File: src/rtl/seg7_scan_ctrl_if.sv
// Bundle of the scanner's data/control inputs and display outputs.
// master: the side that drives the word and controls (CPU/debug bus).
// slave : the scanner itself.
interface seg7_scan_ctrl_if #(
  parameter int DIGITS = 4,
  parameter int DATA_W = 32
);
  localparam int NPAGES = DATA_W / (4 * DIGITS);
  localparam int PG_W   = (NPAGES > 1) ? $clog2(NPAGES) : 1;
  localparam int DIG_W  = $clog2(DIGITS);

  logic [DATA_W-1:0] data_i;
  logic              hold_i;
  logic              load_i;
  logic [PG_W-1:0]   page_i;
  logic              blank_lz_i;
  logic [DIGITS-1:0] blink_i;
  logic [DIGITS-1:0] dp_i;
  logic [DIGITS-1:0] an_o;
  logic [7:0]        seg_o;
  logic [DIG_W-1:0]  digit_o;
  logic              frame_o;

  modport master (
    output data_i, hold_i, load_i, page_i, blank_lz_i, blink_i, dp_i,
    input  an_o, seg_o, digit_o, frame_o
  );

  modport slave (
    input  data_i, hold_i, load_i, page_i, blank_lz_i, blink_i, dp_i,
    output an_o, seg_o, digit_o, frame_o
  );
endinterface

File: src/rtl/seg7_scan_ctrl.sv
// Multiplexed 7-segment scanner: snapshot hold, frame-aligned paging,
// leading-zero blanking, per-digit blink and an all-off guard at the start
// of every digit slot to suppress ghosting. an_o/seg_o are registered.
module seg7_scan_ctrl #(
  parameter int DIGITS      = 4,
  parameter int DATA_W      = 32,
  parameter int PRESCALE    = 65536,
  parameter int GUARD       = 256,
  parameter int BLINK_SHIFT = 5,
  parameter int ACTIVE_LOW  = 1
) (
  input  logic               clk,
  input  logic               rst,
  seg7_scan_ctrl_if.slave    bus
);
  localparam int PAGE_BITS = 4 * DIGITS;
  localparam int NPAGES    = DATA_W / PAGE_BITS;
  localparam int PG_W      = (NPAGES > 1) ? $clog2(NPAGES) : 1;
  localparam int DIG_W     = $clog2(DIGITS);
  localparam int PRE_W     = (PRESCALE > 1) ? $clog2(PRESCALE) : 1;
  localparam int FC_W      = BLINK_SHIFT + 1;

  localparam logic [PRE_W-1:0]  PRE_LAST = PRE_W'(PRESCALE - 1);
  localparam logic [PRE_W-1:0]  GUARD_V  = PRE_W'(GUARD);
  localparam logic [DIG_W-1:0]  DIG_LAST = DIG_W'(DIGITS - 1);
  localparam logic [PG_W-1:0]   PG_LAST  = PG_W'(NPAGES - 1);
  localparam logic [DIGITS-1:0] AN_OFF   = (ACTIVE_LOW != 0) ? {DIGITS{1'b1}} : {DIGITS{1'b0}};
  localparam logic [7:0]        SEG_OFF  = (ACTIVE_LOW != 0) ? 8'hFF : 8'h00;

  // Hex digit to active-high gfedcba pattern.
  function automatic logic [6:0] hex7(input logic [3:0] nib);
    logic [6:0] pat;
    case (nib)
      4'h0: pat = 7'h3F;
      4'h1: pat = 7'h06;
      4'h2: pat = 7'h5B;
      4'h3: pat = 7'h4F;
      4'h4: pat = 7'h66;
      4'h5: pat = 7'h6D;
      4'h6: pat = 7'h7D;
      4'h7: pat = 7'h07;
      4'h8: pat = 7'h7F;
      4'h9: pat = 7'h6F;
      4'hA: pat = 7'h77;
      4'hB: pat = 7'h7C;
      4'hC: pat = 7'h39;
      4'hD: pat = 7'h5E;
      4'hE: pat = 7'h79;
      4'hF: pat = 7'h71;
      default: pat = 7'h00;
    endcase
    return pat;
  endfunction

  logic [PRE_W-1:0]  pre_cnt_q,   pre_cnt_d;
  logic [DIG_W-1:0]  digit_q,     digit_d;
  logic [FC_W-1:0]   frame_cnt_q, frame_cnt_d;
  logic [PG_W-1:0]   page_q,      page_d;
  logic [DATA_W-1:0] snap_q,      snap_d;
  logic [DIGITS-1:0] an_q,        an_d;
  logic [7:0]        seg_q,       seg_d;
  logic              frame_q,     frame_d;

  logic                 slot_end_s;
  logic                 wrap_s;
  logic [PAGE_BITS-1:0] page_word_s;
  logic [3:0]           nib_s;
  logic                 lz_zero_s;
  logic                 blank_s;
  logic [DIGITS-1:0]    an_act_s;
  logic [7:0]           seg_act_s;

  // Slot/frame timing; the page is only switched on the frame wrap so a
  // frame never mixes two pages. Out-of-range pages clamp to the last one.
  always_comb begin
    slot_end_s  = (pre_cnt_q == PRE_LAST);
    wrap_s      = slot_end_s && (digit_q == DIG_LAST);
    pre_cnt_d   = slot_end_s ? '0 : pre_cnt_q + PRE_W'(1);
    digit_d     = digit_q;
    frame_cnt_d = frame_cnt_q;
    page_d      = page_q;
    frame_d     = wrap_s;
    if (slot_end_s) begin
      digit_d = (digit_q == DIG_LAST) ? '0 : digit_q + DIG_W'(1);
    end else begin
      digit_d = digit_q;
    end
    if (wrap_s) begin
      frame_cnt_d = frame_cnt_q + FC_W'(1);
      page_d      = (bus.page_i > PG_LAST) ? PG_LAST : bus.page_i;
    end else begin
      frame_cnt_d = frame_cnt_q;
      page_d      = page_q;
    end
  end

  // Snapshot follows data_i unless held; load_i refreshes a held snapshot.
  always_comb begin
    snap_d = snap_q;
    if (!bus.hold_i || bus.load_i) begin
      snap_d = bus.data_i;
    end else begin
      snap_d = snap_q;
    end
  end

  // Decode the current slot into anode/segment drive, applying guard,
  // leading-zero and blink blanking. Blanked slots drive everything off.
  always_comb begin
    page_word_s = snap_q[int'(page_q) * PAGE_BITS +: PAGE_BITS];
    nib_s       = page_word_s[int'(digit_q) * 4 +: 4];
    lz_zero_s   = 1'b1;
    for (int k = 0; k < DIGITS; k++) begin
      if ((k >= int'(digit_q)) && (page_word_s[k*4 +: 4] != 4'h0)) begin
        lz_zero_s = 1'b0;
      end else begin
        lz_zero_s = lz_zero_s;
      end
    end
    blank_s = (pre_cnt_q < GUARD_V)
           || (bus.blank_lz_i && (digit_q != '0) && lz_zero_s)
           || (bus.blink_i[digit_q] && frame_cnt_q[BLINK_SHIFT]);
    an_act_s  = '0;
    seg_act_s = 8'h00;
    if (blank_s) begin
      an_act_s  = '0;
      seg_act_s = 8'h00;
    end else begin
      an_act_s  = DIGITS'(1) << digit_q;
      seg_act_s = {bus.dp_i[digit_q], hex7(nib_s)};
    end
    an_d  = (ACTIVE_LOW != 0) ? ~an_act_s  : an_act_s;
    seg_d = (ACTIVE_LOW != 0) ? ~seg_act_s : seg_act_s;
  end

  // State and output registers; reset forces slot 0, guard phase, display off.
  always_ff @(posedge clk or posedge rst) begin
    if (rst) begin
      pre_cnt_q   <= '0;
      digit_q     <= '0;
      frame_cnt_q <= '0;
      page_q      <= '0;
      snap_q      <= '0;
      an_q        <= AN_OFF;
      seg_q       <= SEG_OFF;
      frame_q     <= 1'b0;
    end else begin
      pre_cnt_q   <= pre_cnt_d;
      digit_q     <= digit_d;
      frame_cnt_q <= frame_cnt_d;
      page_q      <= page_d;
      snap_q      <= snap_d;
      an_q        <= an_d;
      seg_q       <= seg_d;
      frame_q     <= frame_d;
    end
  end

  assign bus.an_o    = an_q;
  assign bus.seg_o   = seg_q;
  assign bus.digit_o = digit_q;
  assign bus.frame_o = frame_q;
endmodule
File: src/flat_wrapper.sv
// flat-port wrapper written by rule: the top's interface ports become plain ports
module seg7_scan_ctrl_flat 
#(
  parameter int DIGITS      = 4,
  parameter int DATA_W      = 32,
  parameter int PRESCALE    = 65536,
  parameter int GUARD       = 256,
  parameter int BLINK_SHIFT = 5,
  parameter int ACTIVE_LOW  = 1
)
  (clk, rst, bus_data_i, bus_hold_i, bus_load_i, bus_page_i, bus_blank_lz_i, bus_blink_i, bus_dp_i, bus_an_o, bus_seg_o, bus_digit_o, bus_frame_o);
  seg7_scan_ctrl_if #(.DIGITS(DIGITS), .DATA_W(DATA_W)) bus_i ();
  input  logic clk;
  input  logic rst;
  input wire logic [$bits(bus_i.data_i)-1:0] bus_data_i;
  input wire logic [$bits(bus_i.hold_i)-1:0] bus_hold_i;
  input wire logic [$bits(bus_i.load_i)-1:0] bus_load_i;
  input wire logic [$bits(bus_i.page_i)-1:0] bus_page_i;
  input wire logic [$bits(bus_i.blank_lz_i)-1:0] bus_blank_lz_i;
  input wire logic [$bits(bus_i.blink_i)-1:0] bus_blink_i;
  input wire logic [$bits(bus_i.dp_i)-1:0] bus_dp_i;
  output wire logic [$bits(bus_i.an_o)-1:0] bus_an_o;
  output wire logic [$bits(bus_i.seg_o)-1:0] bus_seg_o;
  output wire logic [$bits(bus_i.digit_o)-1:0] bus_digit_o;
  output wire logic [$bits(bus_i.frame_o)-1:0] bus_frame_o;
  assign bus_i.data_i = bus_data_i;
  assign bus_i.hold_i = bus_hold_i;
  assign bus_i.load_i = bus_load_i;
  assign bus_i.page_i = bus_page_i;
  assign bus_i.blank_lz_i = bus_blank_lz_i;
  assign bus_i.blink_i = bus_blink_i;
  assign bus_i.dp_i = bus_dp_i;
  assign bus_an_o = bus_i.an_o;
  assign bus_seg_o = bus_i.seg_o;
  assign bus_digit_o = bus_i.digit_o;
  assign bus_frame_o = bus_i.frame_o;
  seg7_scan_ctrl #(.DIGITS(DIGITS), .DATA_W(DATA_W), .PRESCALE(PRESCALE), .GUARD(GUARD), .BLINK_SHIFT(BLINK_SHIFT), .ACTIVE_LOW(ACTIVE_LOW)) u_core (.clk(clk), .rst(rst), .bus(bus_i));
endmodule
File: config.mk
export PLATFORM = sky130hd
export DESIGN_NAME = seg7_scan_ctrl_flat
export DESIGN_NICKNAME = d
export VERILOG_FILES = /design/src/rtl/seg7_scan_ctrl_if.sv /design/src/rtl/seg7_scan_ctrl.sv /design/src/flat_wrapper.sv
export SDC_FILE = /design/constraint.sdc
export NUM_CORES = 1
export LEC_CHECK = 0
export CAP_MARGIN = 25
export CORE_UTILIZATION = 50
export DETAILED_ROUTE_END_ITERATION = 10
export GPL_TIMING_DRIVEN = 0
export PLACE_DENSITY = 0.81
export SLEW_MARGIN = 20
export SYNTH_ARGS = -nofsm -noshare
export SYNTH_HDL_FRONTEND = slang
export SYNTH_SLANG_ARGS = --single-unit
File: constraint.sdc
create_clock -name clk -period 6.4 [get_ports clk]
set_input_delay 0.64 -clock clk [delete_from_list [all_inputs] [get_ports clk]]
set_output_delay 0.64 -clock clk [all_outputs]
set_load 0.01 [all_outputs]
==> results of run 1 <==
layout by cell type, fill, tap and decap left out, types with 2 or more instances in the layout:
cell type / instances
xnor2_1: 8
nand3_1: 10
xor2_1: 8
nor3_1: 4
or4_1: 2
buf_6: 4
nor4_1: 4
mux2i_1: 6
ha_1: 13
o31ai_1: 2
o21ai_0: 5
dfstp_2: 12
a21oi_1: 5
dfrtp_1: 58
mux2_2: 35
mux4_2: 3
nand4_1: 4
clkinv_4: 2
clkinv_2: 2
mux4_1: 6
and3_1: 2
clkbuf_8: 11
or3_1: 3
clkbuf_1: 3
buf_1: 3
nand2_1: 20
inv_1: 6
and4_1: 2
clkdlybuf4s50_1: 60
nor3b_1: 2
o221ai_1: 2
nor2_1: 14
and2_1: 3
o211ai_1: 2
layer usage:
metal	vias up	routed length (um)
li1	1125	-
met2	76	3510
met5	-	0
met1	1201	3110
met4	0	139
met3	17	373
state kept, by name, summed over array words and instances, names as in the netlist:
| signal | count |
|---|---|
| u_core.bus.an_o | 4 |
| u_core.bus.digit_o | 2 |
| u_core.bus.frame_o | 1 |
| u_core.bus.seg_o | 8 |
| u_core.frame_cnt_q | 6 |
| u_core.page_q | 1 |
| u_core.pre_cnt_q | 16 |
| u_core.snap_q | 32 |
area by class of cell:
class | count | area (um2)
plain buffers | 11 | 82.6
clock buffers | 11 | 141
clock inverters | 5 | 35.0
fillers | 524 | 2380
inverters | 8 | 32.5
multi-input cells | 182 | 1600
flip-flops and latches | 70 | 1770
well taps | 80 | 100
repair buffers | 61 | 621
critical path, stage by stage (launching register included):
cell	delay, ns
dfrtp_1	0.57
clkinv_1	0.38
and2_1	0.26
a31oi_1	0.50
inv_1	0.16
ha_1	0.27
mux2_2	0.27
nor2_1	0.12
o21ai_2	0.08
power breakdown:
part           leakage, uW  switching (uW)  total, uW  internal [uW]
clock network    0.0000893             171        323            151
logic             0.000939            48.3        116           68.0
registers         0.000846            12.0        472            460
total              0.00187             232        911            679
path summary, 6_finish.rpt:
kind	startpoint	endpoint	slack, ns
min reg2reg	u_core.frame_cnt_q[4]	u_core.frame_cnt_q[4]	0.47
min	u_core.frame_cnt_q[4]	u_core.frame_cnt_q[4]	0.47
max	u_core.bus.digit_o[1]	u_core.bus.seg_o[3]	3.74
max reg2reg	u_core.bus.digit_o[1]	u_core.bus.seg_o[3]	3.74
min in group asynchronous	rst	u_core.frame_cnt_q[0]	0.66
max in group asynchronous	rst	u_core.bus.seg_o[5]	5.14
metrics by stage:
| stage | hold WS, ns | cells | area (um2) | setup slack [ns] | power (uW) |
|---|---|---|---|---|---|
| 2_1_floorplan | 0.442 | 271 | 3470 | 4.01 | 548 |
| 3_3_place_gp | 0.456 | 411 | 4180 | 2.91 | 590 |
| 3_5_place_dp | 0.465 | 412 | 4200 | 3.80 | 597 |
| 4_1_cts | 0.475 | 428 | 4370 | 3.80 | 916 |
| 5_1_grt | 0.509 | 428 | 4370 | 3.58 | 950 |
| 6_report | 0.469 | 428 | 4370 | 3.74 | 911 |
cells by family after synthesis:
family                     after synthesis  share of synthesized area
and+or+nand+nor                         76                      0.116
DFF                                     70                      0.508
muxes                                   52                      0.206
AOI/OAI and AO/OA                       25                     0.0504
buffers and inverters                   19                     0.0324
xor gates and xnor gates                16                     0.0403
adders and majority gates               13                     0.0468
==> summary.txt, run 1 <==
Routing
  – Final antenna-violating net count: 0
  – Via Count: 2419
  – DRT iter0 DRCs: 137
  – Residual DRC: 0
  – Avg WL per Cell: 16.7 um
  – Vias per cell: 5.65
  – First-pass iteration count of the detailed router: 4
  – Routed WL: 7130 um

Timing
  – Setup TNS Final: 0 ns
  – Pins Over Slew Limit: 0
  – Worst slew pin tran: 0.654 ns
  – Rel. slew slack: 0.562
  – Hold Violations, Final: 0
  – Upper clock frequency limit: 376 MHz
  – Crit path time final: around 2.7 ns
  – Final count of negative-setup-slack endpoints: 0
  – Crit share post-route: 0.416
  – Unrepaired setup endpoints after global routing: false
  – Skew final: 0.0108 ns

Clock tree
  – Postcts setup bufs: 0
  – CTS sink count: 70
  – H-tree Lvls: 3
  – CTS Root Cell: clkbuf_8
  – Register clock-pin slew on the reported worst setup and hold paths: 0.08 ns
  – Num CTS Buffers: 9
  – Hold_buf cts: 0
  – # resized after CTS: 0
  – Worst skew pair latency: 0.35 ns
  – CTS tree: done
  – Clock tree buffer depth: 2

Layout
  – Antenna diodes: 0
  – Layout Nets: 402
  – Final Core Density: 0.647
  – Layout cell share with drive strength beyond 1: 0.230
  – Area Overhead vs Synth: 25.9%

Synth
  – Ys async rst share: 1.00
  – Top cells by area, synth: dfrtp_1 (42%), mux2_2 (11%), dfstp_2 (9.1%), ha_1 (4.7%), mux4_1 (4.5%)
  – Post-Syn Area: about 0.0035 mm2
  – Synth Instances: 271
  – Main synth FF type: dfrtp_1
  – Count leader, synth: dfrtp_1
  – Synth area leader: dfrtp_1
  – Synth top area share: 0.418
  – EDFF count, synth: 0
  – Top post-synthesis cells by count: dfrtp_1 (58), mux2_2 (35), nand2_1 (20)
  – Synth Register Bits: 70
  – Post-Syn Area per Cell: roughly 13 um2
  – Syn nets: 330
  – Distinct cells, synth: 50
  – Sequential share of the synthesized area: 0.508
  – Synth warn: 0

Place
  – HPWL after DPL: 5220 um
  – Port Buf Inserts: 60
  – Placer congestion estimate: 0.746

Job
  – Max-cap violations: 0

GRT
  – Largest net degree at the start of global routing: 38
  – Initial antenna violation count: 0
  – Vias in the first global route: 2526
  – Top Usage Layer GRT: met2
  – Final global-route overflow total: 0
  – Met2 Resource Use GR: 0.361
  – First-pass GRT wire length: 12000 um
  – M3 GR Usage: 0.0671
  – M1 GR Usage: 0.268
  – Total GRT Usage: 0.217

Critical path
  – Critical path endpoint category: flip-flop
  – Cells on worst reg2reg path: 8
  – Arr. time, crit path: 2.95 ns
  – WS Path Type: flip-flop to flip-flop
  – Crit-path max FO: 9
  – Startpoint class of the critical path: flip-flop
  – WP data required: 6.69 ns

Floorplan
  – Core area: 0.00676 mm2
  – # IOs: 61
  – Die width: ~85 um
  – Initial Utilization: 0.514
  – # rows: 30
  – DIE AREA: 0.00729 mm2
  – Die H: 85.4 um

Hold path
  – Hold WC Path Type: flip-flop to flip-flop
  – Worst Hold Path Cells: 1

Power
  – P per Cell Area: 208 mW/mm2
  – Pleak: between 0.0015 and 0.002 uW
  – Peak VDD IR: 142 uV

Run status
  – Outcome: completed
(Power assumes the default switching activity.)
==> run 2, diff against run 1 <==
==> constraint.sdc (replaced) <==
create_clock -name clk -period 2.7 [get_ports clk]
set_input_delay 0.27 -clock clk [delete_from_list [all_inputs] [get_ports clk]]
set_output_delay 0.27 -clock clk [all_outputs]
set_load 0.01 [all_outputs]
==> run 2 against run 1 <==
  * Sequential share of layout area shrank 0.058 points
  * Final cell count stayed put
  * Combinational power is 140% higher
  * Power increased by 140%
  * Critical path depth rose by 1
  * Sequential power grew 140%
  * Worst hold slack worse by 0.18 ns
==> summary.txt, run 2 (same netlist as run 1, synthesis figures left out) <==
Layout
  – Max reg flops: 32
  – Most frequent cells in the layout: clkdlybuf4s50_1 (60), dfrtp_1 (58), mux2_2 (35)
  – Largest Register: u_core.snap_q
  – Layout fillers: 522
  – Layout cell share with drive strength beyond 1: 0.233
  – Area Overhead vs Synth: 26.1%
  – Layout Nets: 402
  – Antenna diodes: 0
  – Commonest non-fill, non-tap cell in the layout: clkdlybuf4s50_1

Timing
  – Crit share post-route: 0.929
  – Worst slew pin tran: about 0.64 ns
  – Rel. slew slack: 0.571
  – Fin Hold WS: 0.286 ns
  – Upper clock frequency limit: between 300 and 400 MHz
  – Skew final: 0.0105 ns
  – Final count of negative-setup-slack endpoints: 0
  – Pins Over Slew Limit: 0
  – Unrepaired setup endpoints after global routing: false
  – Crit path time final: between 2 and 3 ns
  – Hold Violations, Final: 0

Power
  – Pleak: ~0.0019 uW
  – P per Cell Area: 493 mW/mm2
  – Tot Pwr: 2160 uW
  – Peak VDD IR: about 340 uV

Floorplan
  – # IOs: 61
  – Core area: 0.00676 mm2
  – # rows: 30
  – DIE AREA: 0.00729 mm2
  – Die width: 85.4 um
  – Initial Utilization: 0.514
  – Die H: between 80 and 90 um

GRT
  – Largest net degree at the start of global routing: 38
  – Total GRT Usage: 0.217
  – Initial antenna violation count: 0
  – First-pass GRT wire length: around 12000 um
  – Vias in the first global route: 2526
  – Final global-route overflow total: 0

Critical path
  – Critical path endpoint category: flip-flop
  – Arr. time, crit path: 2.80 ns
  – Startpoint class of the critical path: flip-flop
  – WS Path Type: flip-flop to flip-flop
  – Critical-path cell list: buf_2, mux4_1, nand2_1, and2_1, inv_1, ha_1, mux2_2, nor2_1, o21ai_2
  – Crit-path max FO: 10
  – CP max stage cell: dfrtp_1
  – WP data required: 2.99 ns
  – Cells on worst reg2reg path: 9
  – Critical path's largest stage delay: 0.56 ns

Clock tree
  – CTS tree: done
  – CTS sink count: 70
  – CTS Root Cell: clkbuf_8
  – H-tree Lvls: 3
  – Hold_buf cts: 0
  – Register clock-pin slew on the reported worst setup and hold paths: around 0.080 ns
  – Clock tree buffer depth: 2
  – Worst skew pair latency: 0.35 ns
  – Num CTS Buffers: 9

Place
  – Placer congestion estimate: 0.746
  – Port Buf Inserts: 60
  – HPWL after DPL: 5220 um

Routing
  – Final antenna-violating net count: 0
  – Vias per cell: between 5 and 6
  – Avg WL per Cell: 16.6 um
  – Residual DRC: 0
  – First-pass iteration count of the detailed router: 4
  – Routed WL: 7090 um
  – DRT iter0 DRCs: 125
  – Via Count: ~2400

Hold path
  – Hold WC Path Type: input port to asynchronous set/reset pin

Run status
  – Outcome: completed

Job
  – Max-cap violations: 0
==> run 2: power by group <==
part / internal (uW) / total [uW] / switching [uW]
Sequential: 1090 / 1120 / 28.3
Clock: 358 / 762 / 404
Combinational: 162 / 277 / 115
==> run 2: worst paths after layout <==
kind	end	from	slack, ns
min in group clk	u_core.frame_cnt_q[4]	u_core.frame_cnt_q[4]	0.47
hold / removal	u_core.frame_cnt_q[0]	rst	0.29
hold reg to reg	u_core.frame_cnt_q[4]	u_core.frame_cnt_q[4]	0.47
setup / recovery	u_core.bus.seg_o[3]	u_core.bus.digit_o[0]	0.19
max in group asynchronous	u_core.bus.an_o[2]	rst	1.81
setup reg to reg	u_core.bus.seg_o[3]	u_core.bus.digit_o[0]	0.19
==> run 2: layer usage <==
layer / global-route usage / share of wire / wire length (um) / vias to the layer above
met3: 0.0671 / 0.051 / 362 / 19
met5: 0 / 0 / 0 / -
li1: - / - / - / 1124
met2: 0.361 / 0.49 / 3510 / 77
met4: 0.0788 / 0.020 / 143 / 0
met1: 0.268 / 0.43 / 3080 / 1202
==> run 2: metrics by stage <==
| stage | TNS [ns] | util | instance area (um2) | setup WS (ns) | cells |
|---|---|---|---|---|---|
| 2_1_floorplan | 0 | - | 3470 | 0.417 | 271 |
| 3_3_place_gp | -24.46 | 0.618 | 4180 | -0.424 | 411 |
| 3_5_place_dp | 0 | 0.621 | 4200 | 0.0972 | 412 |
| 4_1_cts | 0 | 0.647 | 4370 | 0.0965 | 428 |
| 5_1_grt | 0 | 0.648 | 4380 | 0.0187 | 428 |
| 6_report | 0 | 0.648 | 4380 | 0.190 | 428 |
==> run 2: final cells by class <==
cell class                 count  area, um2  share of cell area
clock inverter                 5       35.0             0.00800
clock buffer                  11        141              0.0323
buffer                        11       82.6              0.0189
multi-input combinational    182       1600               0.366
timing repair buffer          61        621               0.142
tap                           80        100              0.0229
sequential                    70       1770               0.403
inverter                       8       32.5             0.00743
==> run 2: critical path, delay by kind of cell, from the launching register on <==
| family | cells | cell delay [ns] |
|---|---|---|
| AO/OA/AOI/OAI | 1 | 0.08 |
| adder cells (fa/ha/maj) | 1 | 0.27 |
| buffers and inverters | 2 | 0.47 |
| flip-flops | 1 | 0.56 |
| multiplexers | 2 | 0.61 |
| AND/OR/NAND/NOR | 3 | 0.47 |
==> run 2: what timing repair did <==
item,4_1_cts,5_1_grt
endpoints found under the setup margin,0,2
resized for setup,0,1
setup buffers,0,0
